File: src/rtl/video_src_sched.sv
// ----------------------------------------------------------------------------
// video_src_sched
//    Frame-synchronous source scheduler for the HDMI output path. Qualifies the
//    camera stream (line count per frame and VS activity), then hands the
//    pixel mux over to the camera at an output frame boundary. A camera loss
//    while the camera is on air drops back to the test pattern at once.
//
// Ports
//    i_sys_clk     pixel clock, all inputs synchronous to it
//    i_sys_rst_n   asynchronous active-low reset
//    i_force_pat   level, 1 = hold the test pattern
//    i_cam_vs      camera vertical sync (active high)
//    i_cam_de      camera data enable (active high)
//    i_out_vs      output timing vertical sync, rising edge = switch point
//    o_src_sel     registered mux select, 0 = pattern, 1 = camera
//    o_cam_locked  registered, 1 while armed or on camera
//    o_loss_pulse  registered one-cycle pulse on a loss while on camera
//    o_good_cnt    consecutive valid frames seen while qualifying (sat. 15)
//    o_err_cnt     loss events (sat. 255)
// ----------------------------------------------------------------------------
module video_src_sched #(
   parameter int V_ACTIVE     = 720,
   parameter int GOOD_FRAMES  = 4,
   parameter int LOSS_TIMEOUT = 2_000_000
) (
   input  logic       i_sys_clk,
   input  logic       i_sys_rst_n,
   input  logic       i_force_pat,
   input  logic       i_cam_vs,
   input  logic       i_cam_de,
   input  logic       i_out_vs,
   output logic       o_src_sel,
   output logic       o_cam_locked,
   output logic       o_loss_pulse,
   output logic [3:0] o_good_cnt,
   output logic [7:0] o_err_cnt
);

   localparam int              TW        = $clog2(LOSS_TIMEOUT + 1);
   localparam logic [TW-1:0]   TMO_MAX   = TW'(LOSS_TIMEOUT);
   localparam logic [11:0]     LINES_OK  = 12'(V_ACTIVE);
   localparam logic [3:0]      GOOD_MAX  = 4'(GOOD_FRAMES);

   typedef enum logic [1:0] {
      ST_PAT  = 2'd0,
      ST_QUAL = 2'd1,
      ST_ARM  = 2'd2,
      ST_CAM  = 2'd3
   } state_t;

   state_t        r_state;
   state_t        w_state_nxt;
   logic          r_cam_vs_d;
   logic          r_cam_de_d;
   logic          r_out_vs_d;
   logic [11:0]   r_line_cnt;
   logic [TW-1:0] r_timer;
   logic          r_src_sel;
   logic          r_cam_locked;
   logic          r_loss_pulse;
   logic [3:0]    r_good_cnt;
   logic [7:0]    r_err_cnt;

   logic          w_vs_rise;
   logic          w_de_rise;
   logic          w_ovs_rise;
   logic          w_frame_ok;
   logic          w_frame_bad;
   logic          w_timeout;
   logic [3:0]    w_good_inc;
   logic [7:0]    w_err_inc;
   logic [3:0]    w_good_nxt;
   logic [7:0]    w_err_nxt;
   logic          w_loss_nxt;

   assign w_vs_rise  = i_cam_vs & ~r_cam_vs_d;
   assign w_de_rise  = i_cam_de & ~r_cam_de_d;
   assign w_ovs_rise = i_out_vs & ~r_out_vs_d;
   // The line count still holds the frame that just ended when its VS rises.
   assign w_frame_ok  = w_vs_rise & (r_line_cnt == LINES_OK);
   assign w_frame_bad = w_vs_rise & (r_line_cnt != LINES_OK);
   // A VS rise in the same cycle as the saturated timer is not a loss.
   assign w_timeout   = (r_timer == TMO_MAX) & ~w_vs_rise;
   assign w_good_inc  = (r_good_cnt == 4'd15)  ? 4'd15  : r_good_cnt + 4'd1;
   assign w_err_inc   = (r_err_cnt  == 8'hFF)  ? 8'hFF  : r_err_cnt + 8'd1;

   assign o_src_sel    = r_src_sel;
   assign o_cam_locked = r_cam_locked;
   assign o_loss_pulse = r_loss_pulse;
   assign o_good_cnt   = r_good_cnt;
   assign o_err_cnt    = r_err_cnt;

   // Input delay registers for rising-edge detection.
   always_ff @(posedge i_sys_clk or negedge i_sys_rst_n) begin
      if (!i_sys_rst_n) begin
         r_cam_vs_d <= 1'b0;
         r_cam_de_d <= 1'b0;
         r_out_vs_d <= 1'b0;
      end else begin
         r_cam_vs_d <= i_cam_vs;
         r_cam_de_d <= i_cam_de;
         r_out_vs_d <= i_out_vs;
      end
   end

   // Saturating line counter; a DE rise coinciding with VS is line 1 of the new frame.
   always_ff @(posedge i_sys_clk or negedge i_sys_rst_n) begin
      if (!i_sys_rst_n) begin
         r_line_cnt <= 12'd0;
      end else if (w_vs_rise) begin
         r_line_cnt <= w_de_rise ? 12'd1 : 12'd0;
      end else if (w_de_rise && (r_line_cnt != 12'hFFF)) begin
         r_line_cnt <= r_line_cnt + 12'd1;
      end else begin
         r_line_cnt <= r_line_cnt;
      end
   end

   // Loss timer: cycles since the last camera VS rise, saturating.
   always_ff @(posedge i_sys_clk or negedge i_sys_rst_n) begin
      if (!i_sys_rst_n) begin
         r_timer <= '0;
      end else if (w_vs_rise) begin
         r_timer <= '0;
      end else if (r_timer != TMO_MAX) begin
         r_timer <= r_timer + TW'(1);
      end else begin
         r_timer <= r_timer;
      end
   end

   // Next-state and next-output decode for the source state machine.
   always_comb begin
      w_state_nxt = r_state;
      w_good_nxt  = r_good_cnt;
      w_err_nxt   = r_err_cnt;
      w_loss_nxt  = 1'b0;
      case (r_state)
         ST_PAT: begin
            w_good_nxt = 4'd0;
            if (w_vs_rise && !i_force_pat) begin
               w_state_nxt = ST_QUAL;
            end else begin
               w_state_nxt = ST_PAT;
            end
         end
         ST_QUAL: begin
            if (i_force_pat || w_timeout) begin
               w_state_nxt = ST_PAT;
               w_good_nxt  = 4'd0;
            end else if (w_frame_ok) begin
               w_good_nxt = w_good_inc;
               if (w_good_inc == GOOD_MAX) begin
                  w_state_nxt = ST_ARM;
               end else begin
                  w_state_nxt = ST_QUAL;
               end
            end else if (w_frame_bad) begin
               w_state_nxt = ST_QUAL;
               w_good_nxt  = 4'd0;
            end else begin
               w_state_nxt = ST_QUAL;
            end
         end
         ST_ARM: begin
            if (i_force_pat || w_timeout || w_frame_bad) begin
               w_state_nxt = ST_PAT;
               w_good_nxt  = 4'd0;
            end else if (w_ovs_rise) begin
               w_state_nxt = ST_CAM;
            end else begin
               w_state_nxt = ST_ARM;
            end
         end
         ST_CAM: begin
            // Loss takes priority over a forced switch at the same boundary.
            if (w_timeout || w_frame_bad) begin
               w_state_nxt = ST_PAT;
               w_good_nxt  = 4'd0;
               w_loss_nxt  = 1'b1;
               w_err_nxt   = w_err_inc;
            end else if (i_force_pat && w_ovs_rise) begin
               w_state_nxt = ST_PAT;
               w_good_nxt  = 4'd0;
            end else begin
               w_state_nxt = ST_CAM;
            end
         end
         default: begin
            w_state_nxt = ST_PAT;
            w_good_nxt  = 4'd0;
         end
      endcase
   end

   // State register and registered outputs, all following the next state.
   always_ff @(posedge i_sys_clk or negedge i_sys_rst_n) begin
      if (!i_sys_rst_n) begin
         r_state      <= ST_PAT;
         r_src_sel    <= 1'b0;
         r_cam_locked <= 1'b0;
         r_loss_pulse <= 1'b0;
         r_good_cnt   <= 4'd0;
         r_err_cnt    <= 8'd0;
      end else begin
         r_state      <= w_state_nxt;
         r_src_sel    <= (w_state_nxt == ST_CAM);
         r_cam_locked <= (w_state_nxt == ST_ARM) || (w_state_nxt == ST_CAM);
         r_loss_pulse <= w_loss_nxt;
         r_good_cnt   <= w_good_nxt;
         r_err_cnt    <= w_err_nxt;
      end
   end

endmodule

File: config.mk
export PLATFORM = sky130hd
export DESIGN_NAME = video_src_sched
export DESIGN_NICKNAME = d
export VERILOG_FILES = /design/src/rtl/video_src_sched.sv
export SDC_FILE = /design/constraint.sdc
export NUM_CORES = 1
export LEC_CHECK = 0
export CAP_MARGIN = 5
export CORE_MARGIN = 1.5
export CORE_UTILIZATION = 58
export DETAILED_ROUTE_END_ITERATION = 8
export GPL_TIMING_DRIVEN = 0
export PLACE_DENSITY_LB_ADDON = 0.05
export SYNTH_ARGS = -nofsm -noshare
export SYNTH_HDL_FRONTEND = slang
export SYNTH_SLANG_ARGS = --single-unit
File: constraint.sdc
create_clock -name i_sys_clk -period 2.2 [get_ports i_sys_clk]
set_input_delay 0.55 -clock i_sys_clk [delete_from_list [all_inputs] [get_ports i_sys_clk]]
set_output_delay 0.55 -clock i_sys_clk [all_outputs]
set_load 0.03 [all_outputs]
### Yosys cells after proc, flatten, opt, wreduce, memory -nomap -nowiden

Index checks and enable logic that the tools add are counted.

| word-level totals | value |
|---|---|
| register bits after elaboration | 53 |
| output and inout port bits | 15 |
| word-level logic and storage cells | 79 |
| input bits | 6 |

| operators by class | value |
|---|---|
| reduce and logical (&&, ||, !) cells | 13 |
| add/subtract/negate cells | 4 |
| equal/unequal tests | 16 |
| bitwise gates (word level) | 10 |
| mux-type cells | 25 |

Operators by type and width:

| operator | count |
|---|---|
| 21-bit 2-to-1 mux | 2 |
| 4-bit 2-to-1 mux | 7 |
| 12-bit 2-to-1 mux | 2 |
| 21-bit by 1-bit adder with 21-bit output (second input constant) | 1 |
| 21-bit == test (second input constant) | 1 |
| 21-bit != test (second input constant) | 1 |
| 4-bit one-hot mux with 4 select lines | 1 |
| 12-bit by 1-bit adder with 12-bit output (second input constant) | 1 |
| 12-bit by 10-bit == test with 1-bit output (second input constant) | 1 |
| 2-bit 2-to-1 mux | 6 |
| 12-bit by 10-bit != test with 1-bit output (second input constant) | 1 |
| 12-bit != test (second input constant) | 1 |
| 8-bit by 1-bit adder with 8-bit output (second input constant) | 1 |
| 2-bit == test (second input constant) | 4 |
| 8-bit == test (second input constant) | 1 |
| 8-bit 2-to-1 mux | 1 |
| 2-bit one-hot mux with 4 select lines | 1 |
| 1-bit AND | 6 |
| 1-bit 2-to-1 mux | 5 |
| 4-bit by 1-bit adder with 4-bit output (second input constant) | 1 |
| 4-bit by 3-bit == test with 1-bit output (second input constant) | 1 |
| 4-bit == test (second input constant) | 1 |
| 1-bit logical OR | 4 |
| 4-bit != test (second input constant) | 1 |
| 10 further kinds | 16 |

### Longest topological paths before layout

Gate-level depths: netlist (run 1).

| depth | value |
|---|---|
| depth in word-level cells | 10 |
| gate-level depth with buffers | 8 |
| gate-level depth less buffers | 7 |

### Worst setup path before layout (run 1)

No wires, ideal clock.

| timing path | value |
|---|---|
| kind | reg2reg |
| start point | reg r_good_cnt[0], in the netlist o_good_cnt[0] |
| end point | reg r_state[0] |
| arrival time | 1821 ps |
| buffers on the path | 1 |
| period minus slack after synthesis | 1952 ps |
| data required time | 2070 ps |
| slack | 248 ps |
| setup time | 130 ps |
| stages on the path, launching flop included | 8 |
| path through | dfrtp_1 > ha_1 > clkbuf_1 > nor4b_1 > a21oi_1 > a211o_1 > o31ai_1 > o22ai_1 |

| on the way | value |
|---|---|
| longest elaborated chain between the ends | 7 |
| elaborated cells on any way between the ends | 8 |
| those cells by class | add/sub: 1; eq/ne: 2; mux: 5 |

RTL lines:

| item | line | text |
|---|---|---|
| from (decl) | 61 | `logic [3:0] r_good_cnt;` |
| from (signal assigned) | 210 | `r_good_cnt <= w_good_nxt;` |
| 4-bit by 1-bit adder with 4-bit output / 4-bit == test (equally long branches) | 84 | `assign w_good_inc = (r_good_cnt == 4'd15) ? 4'd15 : r_good_cnt + 4'd1;` |
| 4-bit 2-to-1 mux * | 84 |  |
| 4-bit by 3-bit == test with 1-bit output * | 153 | `if (w_good_inc == GOOD_MAX) begin` |
| 2-bit 2-to-1 mux * | 153 |  |
| 2-bit 2-to-1 mux * | 151 | `end else if (w_frame_ok) begin` |
| 2-bit 2-to-1 mux * | 148 | `if (i_force_pat \|\| w_timeout) begin` |
| 2-bit one-hot mux with 4 select lines * | 138 | `case (r_state)` |
| named net w_state_nxt[0] | 52 | `state_t w_state_nxt;` |
| to (signal assigned) | 206 | `r_state <= w_state_nxt;` |
| to (decl) | 51 | `state_t r_state;` |

The timed path passes the listed nets; every way through them passes the cells marked *.
A chain may end at the register's enable or synchronous reset.

### Final worst setup path (run 1)

| timing path | value |
|---|---|
| start point | reg r_cam_locked, in the netlist o_cam_locked |
| end point | out o_cam_locked |

RTL lines:

| item | line | text |
|---|---|---|
| from (decl) | 59 | `logic r_cam_locked;` |
| from (signal assigned) | 208 | `r_cam_locked <= (w_state_nxt == ST_ARM) \|\| (w_state_nxt == ST_CAM);` |
| to (decl) | 33 | `output logic o_cam_locked,` |

No word-level cell between the ends.

==> impl_metrics.prom, run 1 <==
# TYPE chip_impl_metric gauge
chip_impl_metric{name="h-tree-depth",unit=""} 2
chip_impl_metric{name="clock-sinks",unit=""} 52
chip_impl_metric{name="ff_latch_area",unit="um^2"} 1301
chip_impl_metric{name="final.period_utilization",unit=""} 0.9638
chip_impl_metric{name="drive_above_1_share",unit=""} 0.09627
chip_impl_metric{name="worstSkewPairLatency",unit="ns"} 0.30
chip_impl_metric{name="grt_pass1_wl",unit="um"} 9597
chip_impl_info{name="status",value="completed"} 1
chip_impl_metric{name="drtAntennaViolNets",unit=""} 0
chip_impl_info{name="cell_with_the_biggest_individual_delay_on_the_critical_path",value="clkdlybuf4s50_1"} 1
chip_impl_metric{name="worstPathMaxFanout",unit=""} 8
chip_impl_metric{name="yosysSeqAreaShare",unit=""} 0.4633
chip_impl_metric{name="asyncSetResetFlopFracSynth",unit=""} 1.000
chip_impl_metric{name="final_setup_violation_count",unit=""} 0
chip_impl_info{name="tritoncts",value="built"} 1
chip_impl_metric{name="mappedNetlistNets",unit=""} 304
chip_impl_info{name="netlist.top_cell.by_area",value="dfrtp_1"} 1
chip_impl_metric{name="cts_hold_buf",unit=""} 0
chip_impl_metric{name="detailedRoute.firstPassIterationCount",unit=""} 4
chip_impl_metric{name="vias_in_the_first_global_route",unit=""} 2129
chip_impl_info{name="hold_path_class",value="in -> async"} 1
chip_impl_info{name="clk_root_buffer_cell",value="clkbuf_8"} 1
chip_impl_metric{name="post_drt_wl_per_cell",unit="um"} 14.58
chip_impl_metric{name="fp.coreArea",unit="um^2"} 4692
chip_impl_metric{name="synthToLayoutAreaGrowth",unit="%"} 14.97
chip_impl_info{name="critical_path.top_delay_family",value="buffers and inverters"} 1
chip_impl_metric{name="mean_post_synth_cell_area",unit="um^2"} 9.620
chip_impl_metric{name="inserted_clock_buffers",unit=""} 5
chip_impl_metric{name="worst_clock_skew",unit="ns"} 0.01191
chip_impl_metric{name="number_of_gates_on_the_worst_path_with_buffers_counted",unit=""} 1
chip_impl_info{name="synthTopCellsByArea",value="dfrtp_1, xnor2_1, nor2_1"} 1
chip_impl_metric{name="grt_max_degree",unit=""} 30
chip_impl_metric{name="worst-endpoint-arrival",unit="ns"} 1.57
chip_impl_metric{name="pwr_density_cell",unit="nW/um^2"} 565.2
chip_impl_metric{name="utilization",unit=""} 0.6883
chip_impl_metric{name="multi_input_comb_area",unit="um^2"} 1423
chip_impl_metric{name="place.port_buffers",unit=""} 20
chip_impl_metric{name="worst-endpoint-required",unit="ns"} 1.65
chip_impl_info{name="worst_setup_path_start_kind",value="register"} 1
chip_impl_metric{name="critPathMaxStageDelay",unit="ns"} 0.73
chip_impl_metric{name="die_h",unit="um"} 72.59
chip_impl_info{name="synthMostInstantiatedCell",value="dfrtp_1"} 1
chip_impl_info{name="setup_repair_after_global_routing_missed_its_margin",value="no"} 1
chip_impl_metric{name="max-clock-path-buffers",unit=""} 2
chip_impl_metric{name="starting_density",unit=""} 0.5987
chip_impl_metric{name="synth_largest_type_area_fraction",unit=""} 0.4633
chip_impl_metric{name="yosysWarnings",unit=""} 0
chip_impl_metric{name="total_of_max_cap_violations",unit=""} 0
chip_impl_metric{name="floorplan.rows",unit=""} 25
chip_impl_metric{name="gp_congestion",unit=""} 0.8519
chip_impl_metric{name="drt_first_iter_violations",unit=""} 99
chip_impl_metric{name="ff2ff_path_depth",unit=""} 8
chip_impl_metric{name="fmax",unit="MHz"} 471.6
chip_impl_metric{name="grt-ovfl-total",unit=""} 0
chip_impl_metric{name="synth_enable_flop_cells",unit=""} 0
chip_impl_info{name="class_of_the_most_critical_setup_path",value="reg -> out"} 1
chip_impl_metric{name="clk_pin_slew",unit="ns"} 0.09
chip_impl_metric{name="io_pins",unit=""} 21
chip_impl_metric{name="final-hold-violation-count",unit=""} 0
chip_impl_info{name="synth_top_cells_by_count",value="dfrtp_1, nor2_1, nand2_1"} 1
chip_impl_metric{name="max_vdd_drop",unit="mV"} 0.3848
chip_impl_metric{name="routed-via-count",unit=""} 2185
chip_impl_metric{name="dp_hpwl",unit="um"} 3979
chip_impl_metric{name="number_of_instances_in_the_synthesized_netlist",unit=""} 292
chip_impl_metric{name="diodes",unit=""} 0
chip_impl_metric{name="synth_seq_cells",unit=""} 52
chip_impl_info{name="worstPathCellList",value="clkdlybuf4s50_1"} 1
chip_impl_metric{name="report.final.slew_viol_count",unit=""} 0
chip_impl_metric{name="aggregate_global_route_resource_usage",unit=""} 0.2309
chip_impl_metric{name="chipWidth",unit="um"} 72.59
chip_impl_metric{name="finalWirelength",unit="um"} 5483
chip_impl_metric{name="final_net_count",unit=""} 333
chip_impl_metric{name="drt_drc_violations_left",unit=""} 0
chip_impl_metric{name="syn_area",unit="um^2"} 2809
chip_impl_info{name="synth_ff_type",value="dfrtp_1"} 1
chip_impl_info{name="critical_path.endpoint_type",value="output port"} 1
chip_impl_metric{name="worst-path-buf-inv",unit=""} 1
chip_impl_metric{name="finalSetupTns",unit="ns"} 0
chip_impl_metric{name="design.die.area",unit="um^2"} 5269
chip_impl_metric{name="timing.final.crit_period",unit="ns"} 2.120
chip_impl_metric{name="grt_antenna_before_repair",unit=""} 0
chip_impl_metric{name="transition_at_the_pin_with_the_smallest_max_transition_slack",unit="ns"} 0.5555
chip_impl_metric{name="slew_headroom",unit=""} 0.6297
chip_impl_metric{name="num-fill-cells",unit=""} 393
chip_impl_metric{name="yosysUniqueCellTypes",unit=""} 53
chip_impl_metric{name="total_leakage_power",unit="nW"} 1.327
chip_impl_metric{name="drt-vias-per-instance",unit=""} 5.811
## through the flow
step | cell area [um^2] | hold WS [ns] | total power, mW | instances | setup slack (ns)
final | 3229 | 0.2198 | 1.825 | 376 | 0.07958
after detailed placement | 3092 | 0.5273 | 1.210 | 367 | -0.2517
after CTS | 3199 | 0.2345 | 1.844 | 375 | 0.05166
after global placement | 3077 | 0.5054 | 1.198 | 366 | -0.9147
after global routing | 3229 | 0.2718 | 1.914 | 376 | 0.01923
after floorplan | 2809 | 0.2544 | 1.141 | 292 | 0.2484
## routing by layer
layer  vias to the layer above  track usage  wire length (um)
met5                         -            0                 0
met4                         0      0.07547                87
met3                         9      0.04696               164
met2                        36       0.3721              2628
met1                      1044       0.3145              2602
li1                       1096            -                 -
## worst paths after layout
path	startpoint	slack (ns)	end
worst max register to register	r_timer[0]	0.15	o_err_cnt[5]
worst min-delay path	i_sys_rst_n	0.22	o_good_cnt[1]
worst min register to register	o_err_cnt[0]	0.53	o_err_cnt[0]
min in group i_sys_clk	o_err_cnt[0]	0.53	o_err_cnt[0]
max in group asynchronous	i_sys_rst_n	1.42	r_timer[11]
worst max-delay path	o_cam_locked	0.08	o_cam_locked
## placed cells by master, fill, tap and decap left out, drive strengths merged, types with 11 or more instances in the layout
master and instances:
clkbuf 13, nand3 13, clkdlybuf4s50 19, nand2 20, a21oi 18, inv 16
dfrtp 52, nor3 11, xnor2 16, nor2 36
## cell type report
| class | instances | area share |
|---|---|---|
| timing repair buffer | 22 | 0.06897 |
| sequential | 52 | 0.4029 |
| multi-input combinational | 214 | 0.4405 |
| clock buffer | 6 | 0.02247 |
| inverter | 16 | 0.01860 |
| tap | 54 | 0.02092 |
| clock inverter | 2 | 0.01085 |
| buffer | 10 | 0.01472 |
## power by group
group	internal [mW]	switching (mW)	total (mW)	leakage, nW
Sequential	0.992	0.0430	1.03	0.712
Combinational	0.0671	0.0883	0.155	0.560
Clock	0.338	0.297	0.635	0.0552
Total	1.40	0.428	1.83	1.33
## flip-flops by register name, indices dropped and copies added, names as in the netlist
register,flops
o_loss_pulse,1
o_cam_locked,1
o_err_cnt,8
o_good_cnt,4
r_cam_de_d,1
o_src_sel,1
r_line_cnt,12
r_timer,21
r_out_vs_d,1
r_state,1
r_cam_vs_d,1
## cells by family (layout without fill, tap and decap cells)
| group | after synthesis | in the layout | share of synthesized area |
|---|---|---|---|
| mux | 4 | 4 | 0.01514 |
| buf+inv | 26 | 56 | 0.03786 |
| flops | 52 | 52 | 0.4633 |
| compound gates | 48 | 48 | 0.1025 |
| xor+xnor | 23 | 23 | 0.07171 |
| simple gates | 133 | 133 | 0.2829 |
| fa+ha+maj | 6 | 6 | 0.02673 |
## repair_timing
| item | in CTS | in global routing |
|---|---|---|
| setup buffers | 0 | 1 |
| setup endpoints to repair | 0 | 14 |
| gates resized for setup | 0 | 6 |
Power figures use the tool's default switching activity.
==> run 2, diff against run 1 <==
--- a/config.mk
+++ b/config.mk
@@ -6,7 +6,7 @@
 export NUM_CORES = 1
 export LEC_CHECK = 0
 export CAP_MARGIN = 5
-export CORE_MARGIN = 1.5
+export CORE_MARGIN = 5
 export CORE_UTILIZATION = 58
 export DETAILED_ROUTE_END_ITERATION = 8
 export GPL_TIMING_DRIVEN = 0
==> run 2 against run 1 <==
  * Count of clock-buffer cells in the layout rose by 1
  * Highest routed layer unchanged
  * Via count rose by 0.59%
  * Power fell by 3.1%
  * Wire length rose by 0.98%
  * Largest cell class unchanged
  * Die area rose by 20%
==> impl_metrics.prom, run 2 (synthesized netlist as in run 1, its figures left out) <==
# TYPE chip_impl_metric gauge
chip_impl_metric{name="report.final.slew_viol_count",unit=""} 0
chip_impl_metric{name="starting_density",unit=""} 0.5947
chip_impl_metric{name="clock-sinks",unit=""} 52
chip_impl_metric{name="critPathMaxStageDelay",unit="ns"} 0.73
chip_impl_info{name="final_common_cell",value="dfrtp_1"} 1
chip_impl_metric{name="worst-endpoint-arrival",unit="ns"} 1.56
chip_impl_metric{name="place_worst_setup_slack",unit="ns"} -0.2699
chip_impl_metric{name="routed-via-count",unit=""} 2198
chip_impl_metric{name="drt_first_iter_violations",unit=""} 53
chip_impl_metric{name="grt_max_degree",unit=""} 31
chip_impl_metric{name="max_vdd_drop",unit="mV"} 0.4082
chip_impl_metric{name="finalWirelength",unit="um"} 5537
chip_impl_metric{name="finalSetupTns",unit="ns"} 0
chip_impl_metric{name="total_of_max_cap_violations",unit=""} 0
chip_impl_info{name="layout.cells.most_common_list",value="dfrtp_1, nor2_1, nand2_1"} 1
chip_impl_metric{name="total_leakage_power",unit="nW"} 1.314
chip_impl_metric{name="gp_congestion",unit=""} 0.8149
chip_impl_metric{name="grt-ovfl-total",unit=""} 0
chip_impl_metric{name="floorplan.rows",unit=""} 25
chip_impl_metric{name="slew_headroom",unit=""} 0.6364
chip_impl_info{name="setup_repair_after_global_routing_missed_its_margin",value="no"} 1
chip_impl_info{name="tritoncts",value="built"} 1
chip_impl_metric{name="worst-path-buf-inv",unit=""} 1
chip_impl_metric{name="inserted_clock_buffers",unit=""} 5
chip_impl_metric{name="fmax",unit="MHz"} 472.9
chip_impl_metric{name="report.power.total",unit="mW"} 1.768
chip_impl_metric{name="largest_register_ff_count",unit=""} 21
chip_impl_metric{name="drtAntennaViolNets",unit=""} 0
chip_impl_metric{name="synthToLayoutAreaGrowth",unit="%"} 14.25
chip_impl_metric{name="timing.final.crit_period",unit="ns"} 2.115
chip_impl_metric{name="chipWidth",unit="um"} 79.59
chip_impl_metric{name="clk_pin_slew",unit="ns"} 0.09
chip_impl_metric{name="detailedRoute.firstPassIterationCount",unit=""} 4
chip_impl_metric{name="final_setup_violation_count",unit=""} 0
chip_impl_metric{name="vias_in_the_first_global_route",unit=""} 2045
chip_impl_info{name="class_of_the_most_critical_setup_path",value="reg -> out"} 1
chip_impl_info{name="hold_path_class",value="in -> async"} 1
chip_impl_metric{name="grt_antenna_before_repair",unit=""} 0
chip_impl_metric{name="drt-vias-per-instance",unit=""} 5.680
chip_impl_metric{name="postCtsSetupBuffers",unit=""} 0
chip_impl_metric{name="worst_hold_slack",unit="ns"} 0.2158
chip_impl_metric{name="final_net_count",unit=""} 332
chip_impl_metric{name="place.port_buffers",unit=""} 20
chip_impl_metric{name="transition_at_the_pin_with_the_smallest_max_transition_slack",unit="ns"} 0.5454
chip_impl_info{name="largest_register",value="r_timer"} 1
chip_impl_metric{name="die_h",unit="um"} 79.59
chip_impl_metric{name="grt_pass1_wl",unit="um"} 9466
chip_impl_metric{name="diodes",unit=""} 0
chip_impl_info{name="critical_path.top_delay_family",value="buffers and inverters"} 1
chip_impl_info{name="worst_setup_path_start_kind",value="register"} 1
chip_impl_info{name="status",value="completed"} 1
chip_impl_info{name="clk_root_buffer_cell",value="clkbuf_8"} 1
chip_impl_metric{name="aggregate_global_route_resource_usage",unit=""} 0.1894
chip_impl_metric{name="layout_setup_ws",unit="ns"} 0.08532
chip_impl_metric{name="fp.coreArea",unit="um^2"} 4723
chip_impl_info{name="critical_path.endpoint_type",value="output port"} 1
chip_impl_metric{name="worst-endpoint-required",unit="ns"} 1.65
chip_impl_metric{name="max-clock-path-buffers",unit=""} 2
chip_impl_metric{name="worstSkewPairLatency",unit="ns"} 0.31
chip_impl_metric{name="design.die.area",unit="um^2"} 6335
chip_impl_metric{name="final-hold-violation-count",unit=""} 0
chip_impl_metric{name="drive_above_1_share",unit=""} 0.08438
chip_impl_metric{name="h-tree-depth",unit=""} 2
chip_impl_metric{name="final.period_utilization",unit=""} 0.9612
chip_impl_info{name="cell_with_the_biggest_individual_delay_on_the_critical_path",value="clkdlybuf4s50_1"} 1
chip_impl_metric{name="post_drt_wl_per_cell",unit="um"} 14.31
chip_impl_metric{name="worst_clock_skew",unit="ns"} 0.008901
chip_impl_metric{name="dp_hpwl",unit="um"} 3940
chip_impl_metric{name="drt_drc_violations_left",unit=""} 0
chip_impl_metric{name="worstPathMaxFanout",unit=""} 8
chip_impl_info{name="worstPathCellList",value="clkdlybuf4s50_1"} 1
chip_impl_metric{name="pwr_density_cell",unit="nW/um^2"} 551.0
chip_impl_metric{name="io_pins",unit=""} 21
==> run 2: changes by cell type in the layout (fill, tap and decap cells not counted), sizes merged <==
| cell | change |
|---|---|
| buf | -1 |
| bufinv | -1 |
| clkbuf | +1 |
| clkinv | -1 |
==> run 2: final cells by class <==
type,count,area (um^2)
Clock buffer,7,96.34
Inverter,16,60.06
Tap cell,67,83.83
Buffer,10,47.55
Multi-Input combinational cell,214,1405
Timing Repair Buffer,21,215.2
Fill cell,366,1514
Sequential cell,52,1301
==> run 2: routing by layer <==
metal / track usage / part of all wire / vias up / routed length [um]
met4: 0.07904 / 0.020 / 0 / 109
met5: 0 / 0 / - / 0
met2: 0.3055 / 0.47 / 36 / 2597
met3: 0.04402 / 0.034 / 11 / 191
met1: 0.2440 / 0.48 / 1068 / 2638
li1: - / - / 1083 / -
==> run 2: worst paths after layout <==
| path | from | endpoint | slack [ns] | depth (start not counted) |
|---|---|---|---|---|
| setup / recovery | o_cam_locked | o_cam_locked | 0.09 | 1 |
| hold / removal | i_sys_rst_n | o_good_cnt[1] | 0.22 | 1 |
| setup reg to reg | o_good_cnt[1] | r_state[0] | 0.13 | 7 |
| hold reg to reg | o_err_cnt[0] | o_err_cnt[0] | 0.52 | 1 |
| max in group asynchronous | i_sys_rst_n | o_err_cnt[0] | 1.43 | 2 |
| min in group i_sys_clk | o_err_cnt[0] | o_err_cnt[0] | 0.52 | 1 |
==> run 2: where the power goes <==
group	leakage, nW	internal, mW	switching (mW)	total [mW]
sequential	0.712	0.992	0.0453	1.04
combinational	0.552	0.0657	0.0860	0.152
clock	0.0503	0.281	0.299	0.579
==> run 2: stage by stage <==
stage | cells | cell area (um^2) | utilization
after floorplan | 292 | 2809 | -
after global placement | 379 | 3093 | 0.6548
after detailed placement | 380 | 3108 | 0.6580
after CTS | 387 | 3204 | 0.6784
after global routing | 387 | 3209 | 0.6795
final | 387 | 3209 | 0.6795
==> run 2: timing repair <==
item,in CTS,in global routing
resized for setup,0,3
endpoints found under the setup margin,0,10
hold buffers,0,0
==> run 3, diff against run 2 <==
--- a/config.mk
+++ b/config.mk
@@ -9,7 +9,6 @@
 export CORE_MARGIN = 5
 export CORE_UTILIZATION = 58
 export DETAILED_ROUTE_END_ITERATION = 8
-export GPL_TIMING_DRIVEN = 0
 export PLACE_DENSITY_LB_ADDON = 0.05
 export SYNTH_ARGS = -nofsm -noshare
 export SYNTH_HDL_FRONTEND = slang
==> run 3 against run 2 <==
  * Design area increased by 2.1%
  * Clock skew down 0.0012 ns
  * Power is 17% higher
  * Flip-flop and latch count did not move
  * Fmax fell by 0.51%
  * Highest routed layer unchanged
  * Cell count is 0.52% lower
  * Utilization rose by 1.4 points
  * Count of clock-buffer cells in the layout shrank 2
  * Critical path type unchanged
==> impl_metrics.prom, run 3 (synthesized netlist as in run 1, its figures left out) <==
# TYPE chip_impl_metric gauge
chip_impl_metric{name="transition_at_the_pin_with_the_smallest_max_transition_slack",unit="ns"} 0.5054
chip_impl_metric{name="routed-via-count",unit=""} 2158
chip_impl_metric{name="final_net_count",unit=""} 329
chip_impl_metric{name="drt-vias-per-instance",unit=""} 5.605
chip_impl_metric{name="io_pins",unit=""} 21
chip_impl_metric{name="total_of_max_cap_violations",unit=""} 0
chip_impl_metric{name="report.final.slew_viol_count",unit=""} 0
chip_impl_metric{name="drt_drc_violations_left",unit=""} 0
chip_impl_metric{name="worstPathMaxFanout",unit=""} 8
chip_impl_metric{name="design.die.area",unit="um^2"} 6335
chip_impl_metric{name="final.period_utilization",unit=""} 0.9661
chip_impl_metric{name="worst-endpoint-required",unit="ns"} 1.65
chip_impl_info{name="status",value="completed"} 1
chip_impl_metric{name="utilization",unit=""} 0.6935
chip_impl_metric{name="h-tree-depth",unit=""} 2
chip_impl_metric{name="report.power.total",unit="mW"} 2.074
chip_impl_metric{name="finalWirelength",unit="um"} 5364
chip_impl_metric{name="starting_density",unit=""} 0.5947
chip_impl_metric{name="total_leakage_power",unit="nW"} 1.349
chip_impl_metric{name="grt-ovfl-total",unit=""} 0
chip_impl_metric{name="fmax",unit="MHz"} 470.5
chip_impl_metric{name="drtAntennaViolNets",unit=""} 0
chip_impl_info{name="worstPathCellList",value="clkdlybuf4s50_1"} 1
chip_impl_metric{name="detailedRoute.firstPassIterationCount",unit=""} 4
chip_impl_metric{name="vias_in_the_first_global_route",unit=""} 2162
chip_impl_metric{name="timing.final.crit_period",unit="ns"} 2.126
chip_impl_info{name="final_common_cell",value="dfrtp_1"} 1
chip_impl_metric{name="grt_pass1_wl",unit="um"} 9584
chip_impl_info{name="clk_root_buffer_cell",value="clkbuf_8"} 1
chip_impl_metric{name="aggregate_global_route_resource_usage",unit=""} 0.1901
chip_impl_metric{name="max-clock-path-buffers",unit=""} 2
chip_impl_metric{name="max_vdd_drop",unit="mV"} 0.4652
chip_impl_metric{name="worst_clock_skew",unit="ns"} 0.007725
chip_impl_metric{name="cts.repair.resized",unit=""} 0
chip_impl_metric{name="fp.coreArea",unit="um^2"} 4723
chip_impl_info{name="cell_with_the_biggest_individual_delay_on_the_critical_path",value="clkdlybuf4s50_1"} 1
chip_impl_metric{name="grt_max_degree",unit=""} 32
chip_impl_metric{name="post_drt_wl_per_cell",unit="um"} 13.93
chip_impl_metric{name="cts_hold_buf",unit=""} 0
chip_impl_metric{name="gp_congestion",unit=""} 0.8865
chip_impl_metric{name="dp_hpwl",unit="um"} 3795
chip_impl_metric{name="floorplan.rows",unit=""} 25
chip_impl_metric{name="slew_headroom",unit=""} 0.6631
chip_impl_metric{name="postCtsSetupBuffers",unit=""} 0
chip_impl_info{name="class_of_the_most_critical_setup_path",value="reg -> out"} 1
chip_impl_info{name="worst_setup_path_start_kind",value="register"} 1
chip_impl_metric{name="clock-sinks",unit=""} 52
chip_impl_metric{name="die_h",unit="um"} 79.59
chip_impl_metric{name="worst-path-buf-inv",unit=""} 1
chip_impl_info{name="largest_register",value="r_timer"} 1
chip_impl_info{name="hold_path_class",value="in -> async"} 1
chip_impl_metric{name="final-hold-violation-count",unit=""} 0
chip_impl_metric{name="chipWidth",unit="um"} 79.59
chip_impl_info{name="setup_repair_after_global_routing_missed_its_margin",value="no"} 1
chip_impl_metric{name="clk_pin_slew",unit="ns"} 0.10
chip_impl_metric{name="drive_above_1_share",unit=""} 0.09748
chip_impl_metric{name="worstSkewPairLatency",unit="ns"} 0.31
chip_impl_info{name="layout.cells.most_common_list",value="dfrtp_1, nor2_1, nand2_1"} 1
chip_impl_metric{name="grt_antenna_before_repair",unit=""} 0
chip_impl_info{name="tritoncts",value="built"} 1
chip_impl_metric{name="final_setup_violation_count",unit=""} 0
chip_impl_metric{name="critPathMaxStageDelay",unit="ns"} 0.74
chip_impl_metric{name="place.port_buffers",unit=""} 20
chip_impl_metric{name="pwr_density_cell",unit="nW/um^2"} 633.3
chip_impl_metric{name="drt_first_iter_violations",unit=""} 77
chip_impl_info{name="critical_path.endpoint_type",value="output port"} 1
chip_impl_metric{name="synthToLayoutAreaGrowth",unit="%"} 16.61
chip_impl_metric{name="diodes",unit=""} 0
chip_impl_metric{name="worst-endpoint-arrival",unit="ns"} 1.58
chip_impl_info{name="critical_path.top_delay_family",value="buffers and inverters"} 1
chip_impl_metric{name="inserted_clock_buffers",unit=""} 5
chip_impl_metric{name="largest_register_ff_count",unit=""} 21
-- run 3: power by group --
group / internal, mW / switching, mW
logic: 0.0688 / 0.0843
registers: 0.992 / 0.0471
clock network: 0.568 / 0.314
total: 1.63 / 0.445
-- run 3: routing by layer --
layer	up-vias	routed length (um)	GRT usage
met4	0	138	0.08763
met2	39	2533	0.3155
met3	13	181	0.04402
met1	1020	2510	0.2336
li1	1086	-	-
met5	-	0	0
-- run 3: stage by stage --
stage	TNS (ns)	instances	instance area, um^2	hold slack [ns]	worst slack [ns]
global placement	0	377	3117	0.5073	0.03006
global route	0	385	3276	0.2232	0.01057
detailed placement	-0.006099	377	3117	0.5229	-0.006099
CTS	0	385	3276	0.2038	0.05931
floorplan	0	292	2809	0.2544	0.2484
finish	0	385	3276	0.1966	0.07449
-- run 3: path summary, 6_finish.rpt --
kind                                from  cells past startpoint            end  slack [ns]
min                          i_sys_rst_n                      1  o_good_cnt[0]        0.20
max                         o_cam_locked                      1   o_cam_locked        0.07
max reg2reg                o_good_cnt[0]                      6     r_state[0]        0.19
min reg2reg                 o_err_cnt[0]                      1   o_err_cnt[0]        0.53
min in group i_sys_clk      o_err_cnt[0]                      1   o_err_cnt[0]        0.53
max in group asynchronous    i_sys_rst_n                      2    r_timer[17]        1.47
-- run 3: layout make-up --
cell class / count / area, um^2
fillers: 383 / 1448
multi-input cells: 214 / 1404
flip-flops and latches: 52 / 1301
repair buffers: 28 / 267.8
clock inverters: 3 / 90.09
well taps: 67 / 83.83
clock buffers: 5 / 68.82
inverters: 16 / 60.06
